[src/rtl/lfsr_pkg.sv]
// Shared definitions for the LFSR frame controller: FSM state encoding and
// the Galois LFSR step function used by the LFSR register.
package lfsr_pkg;

    // Widest LFSR the step function supports; callers zero-extend into it.
    localparam int LFSR_MAX_W = 64;

    typedef enum logic [2:0] {
        IDLE = 3'd0,
        LOAD = 3'd1,
        SEND = 3'd2,
        GAP  = 3'd3,
        DONE = 3'd4
    } state_t;

    // Galois step: shift right, fold the polynomial in when the bit shifted
    // out was 1. Zero-extended upper bits stay zero, so callers can truncate.
    function automatic logic [LFSR_MAX_W-1:0] lfsr_next(
        input logic [LFSR_MAX_W-1:0] state,
        input logic [LFSR_MAX_W-1:0] poly
    );
        return (state >> 1) ^ (state[0] ? poly : '0);
    endfunction

endpackage

[src/rtl/axis_if.sv]
// Minimal AXI-Stream bundle: tdata/tvalid/tlast from master, tready back.
interface axis_if #(
    parameter int DATA_WIDTH = 16
);
    logic [DATA_WIDTH-1:0] tdata;
    logic                  tvalid;
    logic                  tlast;
    logic                  tready;

    modport master (output tdata, output tvalid, output tlast, input tready);
    modport slave  (input tdata, input tvalid, input tlast, output tready);
endinterface

[src/rtl/lfsr_step_reg.sv]
// LFSR register: load (with zero-seed substitution) takes priority over step.
module lfsr_step_reg
    import lfsr_pkg::*;
#(
    parameter int DATA_WIDTH = 16
) (
    input  logic                  clk_i,
    input  logic                  rstn_i,
    input  logic                  load_i,
    input  logic                  step_i,
    input  logic [DATA_WIDTH-1:0] seed_i,
    input  logic [DATA_WIDTH-1:0] poly_i,
    output logic [DATA_WIDTH-1:0] lfsr_o
);

    logic [DATA_WIDTH-1:0] lfsr_q;
    logic [DATA_WIDTH-1:0] load_val;

    // An all-zero state would lock the LFSR, so a zero seed becomes 1.
    assign load_val = (seed_i == '0) ? DATA_WIDTH'(1) : seed_i;

    // State register: reload on load, advance one Galois step on step.
    always_ff @(posedge clk_i or negedge rstn_i) begin
        if (!rstn_i) begin
            lfsr_q <= '0;
        end else if (load_i) begin
            lfsr_q <= load_val;
        end else if (step_i) begin
            lfsr_q <= DATA_WIDTH'(lfsr_next(LFSR_MAX_W'(lfsr_q), LFSR_MAX_W'(poly_i)));
        end
    end

    assign lfsr_o = lfsr_q;

endmodule

[src/rtl/lfsr_frame_ctrl.sv]
// LFSR frame generator: emits framed pseudo-random beats on an AXI-Stream
// master with optional idle gaps, a frame limit (0 = continuous) and a
// graceful stop that always finishes the current frame.
module lfsr_frame_ctrl
    import lfsr_pkg::*;
#(
    parameter int DATA_WIDTH       = 16,
    parameter int LEN_WIDTH        = 16,
    parameter bit RESEED_PER_FRAME = 1'b0
) (
    input  logic                 clk_i,
    input  logic                 rstn_i,
    input  logic                 start_i,
    input  logic                 stop_i,
    input  logic [DATA_WIDTH-1:0] seed_i,
    input  logic [DATA_WIDTH-1:0] poly_i,
    input  logic [LEN_WIDTH-1:0] frame_len_i,
    input  logic [LEN_WIDTH-1:0] gap_len_i,
    input  logic [LEN_WIDTH-1:0] num_frames_i,
    axis_if.master               m_axis,
    output logic                 busy_o,
    output logic                 done_o,
    output logic [LEN_WIDTH-1:0] frame_cnt_o,
    output state_t               state_o
);

    // Handshake: a beat transfers on a rising clk_i edge where tvalid and
    // tready are both 1. tvalid is high only in SEND; once raised, tdata,
    // tlast and tvalid stay unchanged until the transfer happens, because
    // the LFSR and beat counter only move on a transfer.

    state_t state_q, state_d;

    // Latched run configuration
    logic [DATA_WIDTH-1:0] seed_q, poly_q;
    logic [LEN_WIDTH-1:0]  frame_len_q, gap_len_q, num_frames_q;

    // Run counters and stop flag
    logic [LEN_WIDTH-1:0]  beat_q, gap_cnt_q, frame_cnt_q;
    logic                  stop_pend_q;

    // FSM control strobes
    logic latch_cfg, lfsr_load, lfsr_step;
    logic beat_clr, beat_inc, gap_clr, gap_inc, cnt_clr, cnt_inc;
    logic tvalid, done;

    logic [DATA_WIDTH-1:0] lfsr;
    logic [LEN_WIDTH-1:0]  last_beat, gap_last, cnt_plus;
    logic                  handshake, is_last, limit_hit, stop_seen;

    // frame_len 0 behaves like 1: every beat is the last one.
    assign last_beat = (frame_len_q == '0) ? '0 : frame_len_q - LEN_WIDTH'(1);
    assign gap_last  = gap_len_q - LEN_WIDTH'(1);
    assign cnt_plus  = frame_cnt_q + LEN_WIDTH'(1);
    assign handshake = tvalid && m_axis.tready;
    assign is_last   = (beat_q == last_beat);
    // Continuous mode (0) never hits the limit, so the counter may wrap.
    assign limit_hit = (num_frames_q != '0) && (cnt_plus == num_frames_q);
    // A stop arriving this cycle counts as well as one already registered.
    assign stop_seen = stop_pend_q || stop_i;

    lfsr_step_reg #(
        .DATA_WIDTH(DATA_WIDTH)
    ) u_lfsr (
        .clk_i  (clk_i),
        .rstn_i (rstn_i),
        .load_i (lfsr_load),
        .step_i (lfsr_step),
        .seed_i (seed_q),
        .poly_i (poly_q),
        .lfsr_o (lfsr)
    );

    // FSM state register
    always_ff @(posedge clk_i or negedge rstn_i) begin
        if (!rstn_i) begin
            state_q <= IDLE;
        end else begin
            state_q <= state_d;
        end
    end

    // Next-state logic and control strobes
    always_comb begin
        state_d   = state_q;
        latch_cfg = 1'b0;
        lfsr_load = 1'b0;
        lfsr_step = 1'b0;
        beat_clr  = 1'b0;
        beat_inc  = 1'b0;
        gap_clr   = 1'b0;
        gap_inc   = 1'b0;
        cnt_clr   = 1'b0;
        cnt_inc   = 1'b0;
        tvalid    = 1'b0;
        done      = 1'b0;
        case (state_q)
            IDLE: begin
                // start wins over stop; stop alone does nothing here
                if (start_i) begin
                    latch_cfg = 1'b1;
                    cnt_clr   = 1'b1;
                    state_d   = LOAD;
                end
            end
            LOAD: begin
                lfsr_load = 1'b1;
                beat_clr  = 1'b1;
                state_d   = SEND;
            end
            SEND: begin
                tvalid = 1'b1;
                if (handshake) begin
                    if (is_last) begin
                        cnt_inc  = 1'b1;
                        beat_clr = 1'b1;
                        gap_clr  = 1'b1;
                        if (limit_hit || stop_seen) begin
                            lfsr_step = 1'b1;
                            state_d   = DONE;
                        end else if (gap_len_q != '0) begin
                            lfsr_step = 1'b1;
                            state_d   = GAP;
                        end else begin
                            // back-to-back: the next frame starts right away
                            lfsr_load = RESEED_PER_FRAME;
                            lfsr_step = !RESEED_PER_FRAME;
                            state_d   = SEND;
                        end
                    end else begin
                        beat_inc  = 1'b1;
                        lfsr_step = 1'b1;
                    end
                end
            end
            GAP: begin
                if (stop_seen) begin
                    state_d = DONE;
                end else if (gap_cnt_q == gap_last) begin
                    lfsr_load = RESEED_PER_FRAME;
                    state_d   = SEND;
                end else begin
                    gap_inc = 1'b1;
                end
            end
            DONE: begin
                done    = 1'b1;
                state_d = IDLE;
            end
            default: begin
                state_d = IDLE;
            end
        endcase
    end

    // Configuration latch, counters and sticky stop flag
    always_ff @(posedge clk_i or negedge rstn_i) begin
        if (!rstn_i) begin
            seed_q       <= '0;
            poly_q       <= '0;
            frame_len_q  <= '0;
            gap_len_q    <= '0;
            num_frames_q <= '0;
            beat_q       <= '0;
            gap_cnt_q    <= '0;
            frame_cnt_q  <= '0;
            stop_pend_q  <= 1'b0;
        end else begin
            if (latch_cfg) begin
                seed_q       <= seed_i;
                poly_q       <= poly_i;
                frame_len_q  <= frame_len_i;
                gap_len_q    <= gap_len_i;
                num_frames_q <= num_frames_i;
            end
            if (beat_clr) begin
                beat_q <= '0;
            end else if (beat_inc) begin
                beat_q <= beat_q + LEN_WIDTH'(1);
            end
            if (gap_clr) begin
                gap_cnt_q <= '0;
            end else if (gap_inc) begin
                gap_cnt_q <= gap_cnt_q + LEN_WIDTH'(1);
            end
            if (cnt_clr) begin
                frame_cnt_q <= '0;
            end else if (cnt_inc) begin
                frame_cnt_q <= cnt_plus;
            end
            if (latch_cfg) begin
                stop_pend_q <= 1'b0;
            end else if ((state_q != IDLE) && stop_i) begin
                stop_pend_q <= 1'b1;
            end
        end
    end

    assign m_axis.tvalid = tvalid;
    assign m_axis.tdata  = lfsr;
    assign m_axis.tlast  = tvalid && is_last;
    assign busy_o        = (state_q != IDLE);
    assign done_o        = done;
    assign frame_cnt_o   = frame_cnt_q;
    assign state_o       = state_q;

endmodule

[src/flat_wrapper.sv]
// flat-port wrapper written by rule: the top's interface ports become plain ports
module lfsr_frame_ctrl_flat import lfsr_pkg::*;
#(
    parameter int DATA_WIDTH       = 16,
    parameter int LEN_WIDTH        = 16,
    parameter bit RESEED_PER_FRAME = 1'b0
)
  (clk_i, rstn_i, start_i, stop_i, seed_i, poly_i, frame_len_i, gap_len_i, num_frames_i, busy_o, done_o, frame_cnt_o, state_o, m_axis_tdata, m_axis_tvalid, m_axis_tlast, m_axis_tready);
  axis_if #(.DATA_WIDTH(DATA_WIDTH)) m_axis_i ();
  input  logic clk_i;
  input  logic rstn_i;
  input  logic start_i;
  input  logic stop_i;
  input  logic [DATA_WIDTH-1:0] seed_i;
  input  logic [DATA_WIDTH-1:0] poly_i;
  input  logic [LEN_WIDTH-1:0] frame_len_i;
  input  logic [LEN_WIDTH-1:0] gap_len_i;
  input  logic [LEN_WIDTH-1:0] num_frames_i;
  output logic busy_o;
  output logic done_o;
  output logic [LEN_WIDTH-1:0] frame_cnt_o;
  output state_t state_o;
  output wire logic [$bits(m_axis_i.tdata)-1:0] m_axis_tdata;
  output wire logic [$bits(m_axis_i.tvalid)-1:0] m_axis_tvalid;
  output wire logic [$bits(m_axis_i.tlast)-1:0] m_axis_tlast;
  input wire logic [$bits(m_axis_i.tready)-1:0] m_axis_tready;
  assign m_axis_tdata = m_axis_i.tdata;
  assign m_axis_tvalid = m_axis_i.tvalid;
  assign m_axis_tlast = m_axis_i.tlast;
  assign m_axis_i.tready = m_axis_tready;
  lfsr_frame_ctrl #(.DATA_WIDTH(DATA_WIDTH), .LEN_WIDTH(LEN_WIDTH), .RESEED_PER_FRAME(RESEED_PER_FRAME)) u_core (.clk_i(clk_i), .rstn_i(rstn_i), .start_i(start_i), .stop_i(stop_i), .seed_i(seed_i), .poly_i(poly_i), .frame_len_i(frame_len_i), .gap_len_i(gap_len_i), .num_frames_i(num_frames_i), .m_axis(m_axis_i), .busy_o(busy_o), .done_o(done_o), .frame_cnt_o(frame_cnt_o), .state_o(state_o));
endmodule
[config.mk]
export PLATFORM = sky130hd
export DESIGN_NAME = lfsr_frame_ctrl_flat
export DESIGN_NICKNAME = d
export VERILOG_FILES = /design/src/rtl/lfsr_pkg.sv /design/src/rtl/axis_if.sv /design/src/rtl/lfsr_step_reg.sv /design/src/rtl/lfsr_frame_ctrl.sv /design/src/flat_wrapper.sv
export SDC_FILE = /design/constraint.sdc
export NUM_CORES = 1
export LEC_CHECK = 0
export BUFFER_PORTS_ARGS = -buffer_cell sky130_fd_sc_hd__buf_2
export CORE_MARGIN = 10
export CORE_UTILIZATION = 55
export CTS_BUF_LIST = sky130_fd_sc_hd__clkbuf_8 sky130_fd_sc_hd__clkbuf_16
export CTS_CLUSTER_SIZE = 30
export DETAILED_ROUTE_END_ITERATION = 16
export HOLD_SLACK_MARGIN = 0.05
export PLACE_DENSITY = 0.78
export SLEW_MARGIN = 0
export SYNTH_ARGS = -nofsm -noshare
export SYNTH_HDL_FRONTEND = slang
export SYNTH_SLANG_ARGS = --single-unit
[constraint.sdc]
create_clock -name clk_i -period 4.6 [get_ports clk_i]
set_input_delay 0.69 -clock clk_i [delete_from_list [all_inputs] [get_ports clk_i]]
set_output_delay 0.69 -clock clk_i [all_outputs]
set_load 0.005 [all_outputs]
# Yosys cells after proc, flatten, opt, wreduce, memory -nomap -nowiden
# Cells that the tools add are included.
[word_totals]
reg_bits = 148
input_bits = 85
output_inout_bits = 39
elab_cells = 84
[classes]
n_addsub = 5
n_eq_ne = 11
mux = 38
bitwise = 1
n_reduce_logical = 18
[ops]
columns = ["op", "count"]
rows = [
  ["16-bit 2-to-1 mux", 11],
  ["16-bit by 1-bit adder with 16-bit output (second input constant)", 3],
  ["16-bit equality test", 3],
  ["16-bit logical NOT", 2],
  ["16-bit nonzero test", 2],
  ["16-bit by 1-bit subtractor with 16-bit output (second input constant)", 2],
  ["1-bit 2-to-1 mux", 19],
  ["3-bit 2-to-1 mux", 6],
  ["15-bit by 16-bit bitwise XOR with 16-bit output", 1],
  ["3-bit case mux with 4 select lines", 1],
  ["2-bit nonzero test", 5],
  ["3-bit by 2-bit equality test with 1-bit output (second input constant)", 2],
  ["1-bit logical AND", 4],
  ["2-bit by 1-bit inequality test with 1-bit output (second input constant)", 2],
  ["4-bit AND reduction", 1],
  ["3-bit by 1-bit equality test with 1-bit output (second input constant)", 1],
  ["3-bit equality test (second input constant)", 1],
  ["3-bit logical NOT", 1],
  ["3-bit by 1-bit inequality test with 1-bit output (second input constant)", 1],
  ["3-bit nonzero test", 1],
  ["1-bit logical OR", 2],
  ["2-bit inequality test (second input constant)", 1],
  ["1-bit case mux with 2 select lines", 1],
]

# Longest topological paths before layout
[depth]
ltp_word = 8
depth_mapped = 13
mapped_depth_nobuf = 10

# Hierarchy
# Synthesis repeated with hierarchy kept, for this count alone.
[unflattened]
cells_unflattened = 1056
area_unflattened_um2 = 8877.3
[modules_own_cells]
columns = ["module", "instances", "cells_per_inst", "area_per_inst_um2"]
rows = [
  ["lfsr_frame_ctrl", 1, 945, 7803.7],
  ["lfsr_step_reg", 1, 111, 1073.5],
]

# Worst setup path after synthesis
# No wires, ideal clock.
[synth_timing]
path_kind = "register to output"
start = "register u_core.frame_len_q[2]"
end = "output port m_axis_tlast"
t_arrival_ns = 2.983
t_required_ns = 3.910
path_slack_ns = 0.927
path_stages_with_launch = 11
n_path_buf = 3
cell_sequence = "dfrtp_1 -> or4_1 -> buf_4 -> or4_4 -> mux2i_1 -> xor2_1 -> o2111ai_1 -> or4_1 -> buf_2 -> buf_2 -> nor3_1"
[synth_between]
elab_chain_len = 4
elab_cells_between_ends = 5
classes_between = "1 x add/sub; 1 x eq/ne; 1 x mux; 2 x reduce/logical"
[synth_rtl]
columns = ["element", "line", "rtl"]
rows = [
  ["start: declaration", "lfsr_frame_ctrl.sv:36", "logic [LEN_WIDTH-1:0] frame_len_q, gap_len_q, num_frames_q;"],
  ["start signal: assignment", "lfsr_frame_ctrl.sv:172", "frame_len_q <= frame_len_i;"],
  ["16-bit by 1-bit subtractor with 16-bit output / 16-bit logical NOT (equally long branches)", "lfsr_frame_ctrl.sv:52", "assign last_beat = (frame_len_q == '0) ? '0 : frame_len_q - LEN_WIDTH'(1);"],
  ["16-bit 2-to-1 mux *", "lfsr_frame_ctrl.sv:52", ""],
  ["16-bit equality test *", "lfsr_frame_ctrl.sv:56", "assign is_last = (beat_q == last_beat);"],
  ["1-bit logical AND *", "lfsr_frame_ctrl.sv:201", "assign m_axis.tlast = tvalid && is_last;"],
  ["end: declaration", "flat_wrapper.sv:25", "output wire logic [$bits(m_axis_i.tlast)-1:0] m_axis_tlast;"],
]
# Mark *: on every way between the ends. The rest lies on a longest branch, timed or not.

# Worst setup path after layout
# Ends and elaborated chain as after synthesis.

==> flow_summary_export.csv <==
group,metric,value,unit
floorplan,row_count,45,
placed_design,gp_congestion,0.9624,
cts,cts_tree,"built",
setup_path,start_kind,"flop",
status,status,"finished, final reports clean",
setup_path,cp.arrival,3.68,ns
route,via_per_inst,5.728,
yosys,synth_area_leaders,"dfrtp_1, nand2_1, xnor2_1",
placed_design,hpwl,15890,um
floorplan,die-width,144.1,um
yosys,synth_edf_count,0,
placed_design,portBuffers,123,
yosys,synth_top_area_frac,0.4374,
timing,rsz0062_at_grt,"false",
timing,fin_crit_sh,0.9510,
setup_path,reg2reg_depth,9,
yosys,synth_cells,1013,
pwr,pwr-share-comb,0.364,
pwr,swShare,0.4242,
finish,regArea,3704,um2
grt,grt_first_pass_wirelength,36790,um
setup_path,required,3.91,ns
timing,max_slew.worst_pin.slew,1.010,ns
yosys,syn-cell-area,8468,um2
finish,drive_gt1_frac,0.1683,
cts,cts.sinks,148,
cts,clockBufferDepth,2,
setup_path,critPathKind,"reg2out",
grt,antenna_found_initial,0,
grt,grt_pass1_vias,7298,
setup_path,r2r-end,"u_core.frame_cnt_o[8]",
setup_path,cp-startpoint,"u_core.frame_len_q[2]",
finish,area_growth,15.82,%
placed_design,dpl_cell_area,9199,um2
route,wl,22370,um
pwr,p_sw,0.002470,W
pwr,leakage,4.656,nW
cts,postCtsSetupBuffers,0,
setup_path,rr_startpoint,"u_core.frame_len_q[2]",
route,drt_iter0_drc,649,
floorplan,initial_core_util,0.5591,
finish,diodes,0,
cts,clk_latency,0.44,ns
timing,hold_viol,0,
route,dr.pass1.iters,7,
cts,numCtsBuffers,17,
yosys,synthFlopType,"dfrtp_1",
cts,cts_max_level,4,
floorplan,io_pins,124,
grt,grt_max_degree,69,
timing,tns,0,ns
yosys,syn-num-nets,1104,
setup_path,end_kind,"output port",
placed_design,dp.cells,1279,
yosys,yosys.area.top_type,"dfrtp_1",
floorplan,die_h,144.1,um
timing,max_freq,228.6,MHz
yosys,synthArstFlopShare,1.000,
route,vias,7510,
setup_path,worstPathMaxFanout,10,
yosys,yosysSeqAreaShare,0.4374,
finish,fin_nets,1201,
pwr,seq_power_share,0.396,
cts,clockRootBuffer,"clkbuf_16",
timing,drv_slew,0,
cts,path_clk_slew,0.07,ns
finish,fin_cells,1311,
yosys,synth_seq_cells,148,
floorplan,dieArea,20760,um2
pwr,finalPower,0.005821,W
route,drc_errors,0,
grt,grt_usage,0.2193,
yosys,synth_cell_type_count,64,
route,post_drt_wl_per_cell,17.07,um
cts,cts-resized-gates,0,
timing,slew_headroom,0.3216,
cts,cts_hold_buf,0,
finish,fin_area,9808,um2
floorplan,core,15150,um2
pwr,p_per_area,593.5,nW/um2
pwr,ir_drop,0.3395,mV
yosys,yosys_warnings,0,
timing,finalCriticalPeriod,4.374,ns
timing,finClkSkew,0.01100,ns
timing,setup_viol,0,
job,max_cap_viol_count,0,
finish,fill_cells,1298,
route,postRouteAntennaNets,0,
setup_path,reg2reg_slack,0.74,ns
worst_hold_path,worstHoldPathType,"in2async",
yosys,syn_area_per_cell,8.359,um2
pwr,p_int,0.003352,W
pwr,p_clk_frac,0.240,
finish,multiInputGateArea,4489,um2
grt,grt.overflow.total,0,
## kinds of logic (layout without fill, tap and decap cells)
logic type / count (synthesis) / count (layout) / synth area share
xor+xnor: 92 / 92 / 0.09678
simple gates: 529 / 529 / 0.2926
mux: 12 / 12 / 0.01463
flops: 148 / 148 / 0.4374
fa+ha+maj: 6 / 6 / 0.008865
compound gates: 152 / 152 / 0.1157
buf+inv: 74 / 184 / 0.03413
## worst max-delay path by stage
stage and end:
2_1_floorplan m_axis_tlast, 3_3_place_gp m_axis_tlast, 3_5_place_dp m_axis_tlast, 4_1_cts m_axis_tlast, 5_1_grt m_axis_tlast, 6_report m_axis_tlast
## synthesized netlist by cell type, types with 4 or more instances
| library cell | n |
|---|---|
| buf_2 | 6 |
| a21oi_1 | 45 |
| xor2_1 | 45 |
| and3_1 | 12 |
| and4_1 | 5 |
| nand2_1 | 290 |
| or4_1 | 20 |
| o22ai_1 | 4 |
| mux2i_1 | 9 |
| o211ai_1 | 7 |
| ha_1 | 6 |
| nor3b_1 | 9 |
| nor3_1 | 39 |
| xnor2_1 | 46 |
| nor4_1 | 20 |
| nand4_1 | 17 |
| dfrtp_1 | 148 |
| o21ai_0 | 39 |
| a211oi_1 | 5 |
| inv_1 | 17 |
| a211o_1 | 7 |
| nor2b_1 | 5 |
| o31ai_1 | 16 |
| nor2_1 | 49 |
| and2_1 | 5 |
| clkbuf_1 | 46 |
| or3_1 | 9 |
| buf_1 | 4 |
| nand3_1 | 28 |
## per-layer routing
layer  vias to the layer above  GRT usage  share of wire
li1                       3685          -              -
met4                         0    0.05320         0.0091
met2                       230     0.3350           0.46
met1                      3574     0.3088           0.47
met3                        21    0.04887          0.060
met5                         -          0              0
## metrics by stage
stage	worst slack (ns)	util	hold WS, ns
detailed placement	0.5735	0.6074	0.4623
CTS	0.1005	0.6473	0.2782
floorplan	0.9273	-	0.3944
global placement	0.6303	0.6074	0.4621
finish	0.2256	0.6476	0.2600
global route	0.03012	0.6476	0.2923
## flip-flops by register name (all words and copies together), names as in the netlist
signal,cells
u_core.beat_q,16
u_core.frame_cnt_o,16
u_core.frame_len_q,16
u_core.gap_cnt_q,16
u_core.gap_len_q,16
u_core.num_frames_q,16
u_core.poly_q,16
u_core.seed_q,16
u_core.u_lfsr.lfsr_o,16
u_core.state_o,3
u_core.stop_pend_q,1
## power by group through the flow
stage	logic (W)	clock network [W]	registers [W]
after global routing	0.00243	0.00148	0.00238
after floorplan	0.00167	0	0.00211
after CTS	0.00213	0.00141	0.00229
final	0.00212	0.00140	0.00230
after global placement	0.00207	0	0.00230
after detailed placement	0.00212	0	0.00230
## area by class of cell
class | instances | area share
clock buffers | 17 | 0.04337
repair buffers | 135 | 0.07259
inverters | 17 | 0.006506
clock inverters | 15 | 0.01824
flip-flops and latches | 148 | 0.3776
well taps | 188 | 0.02398
multi-input cells | 791 | 0.4577
## worst max-delay path, cell delays in order (launching register included)
cell	delay [ns]
dfrtp_1	0.46
or4_1	0.74
o41ai_4	0.45
nand3_1	0.12
a211oi_1	0.25
o2111ai_1	0.21
or4_1	0.63
nor3_2	0.23
buf_2	0.16
## placed cells by master, fill, tap and decap left out, types with 6 or more instances in the layout
master / instances
nand4_1: 17
a211o_1: 7
nor3_1: 37
or3_1: 9
buf_2: 122
dfrtp_1: 148
nor3b_1: 9
nor4_1: 20
o211ai_1: 7
xnor2_1: 46
a21oi_1: 45
nand3_1: 28
ha_1: 6
mux2i_1: 9
inv_1: 17
nand2_1: 289
o21ai_0: 38
and3_1: 12
buf_4: 12
o31ai_1: 16
nor2_1: 49
clkbuf_16: 17
or4_1: 20
xor2_1: 45
No activity file was read; power rests on OpenSTA's default activity.
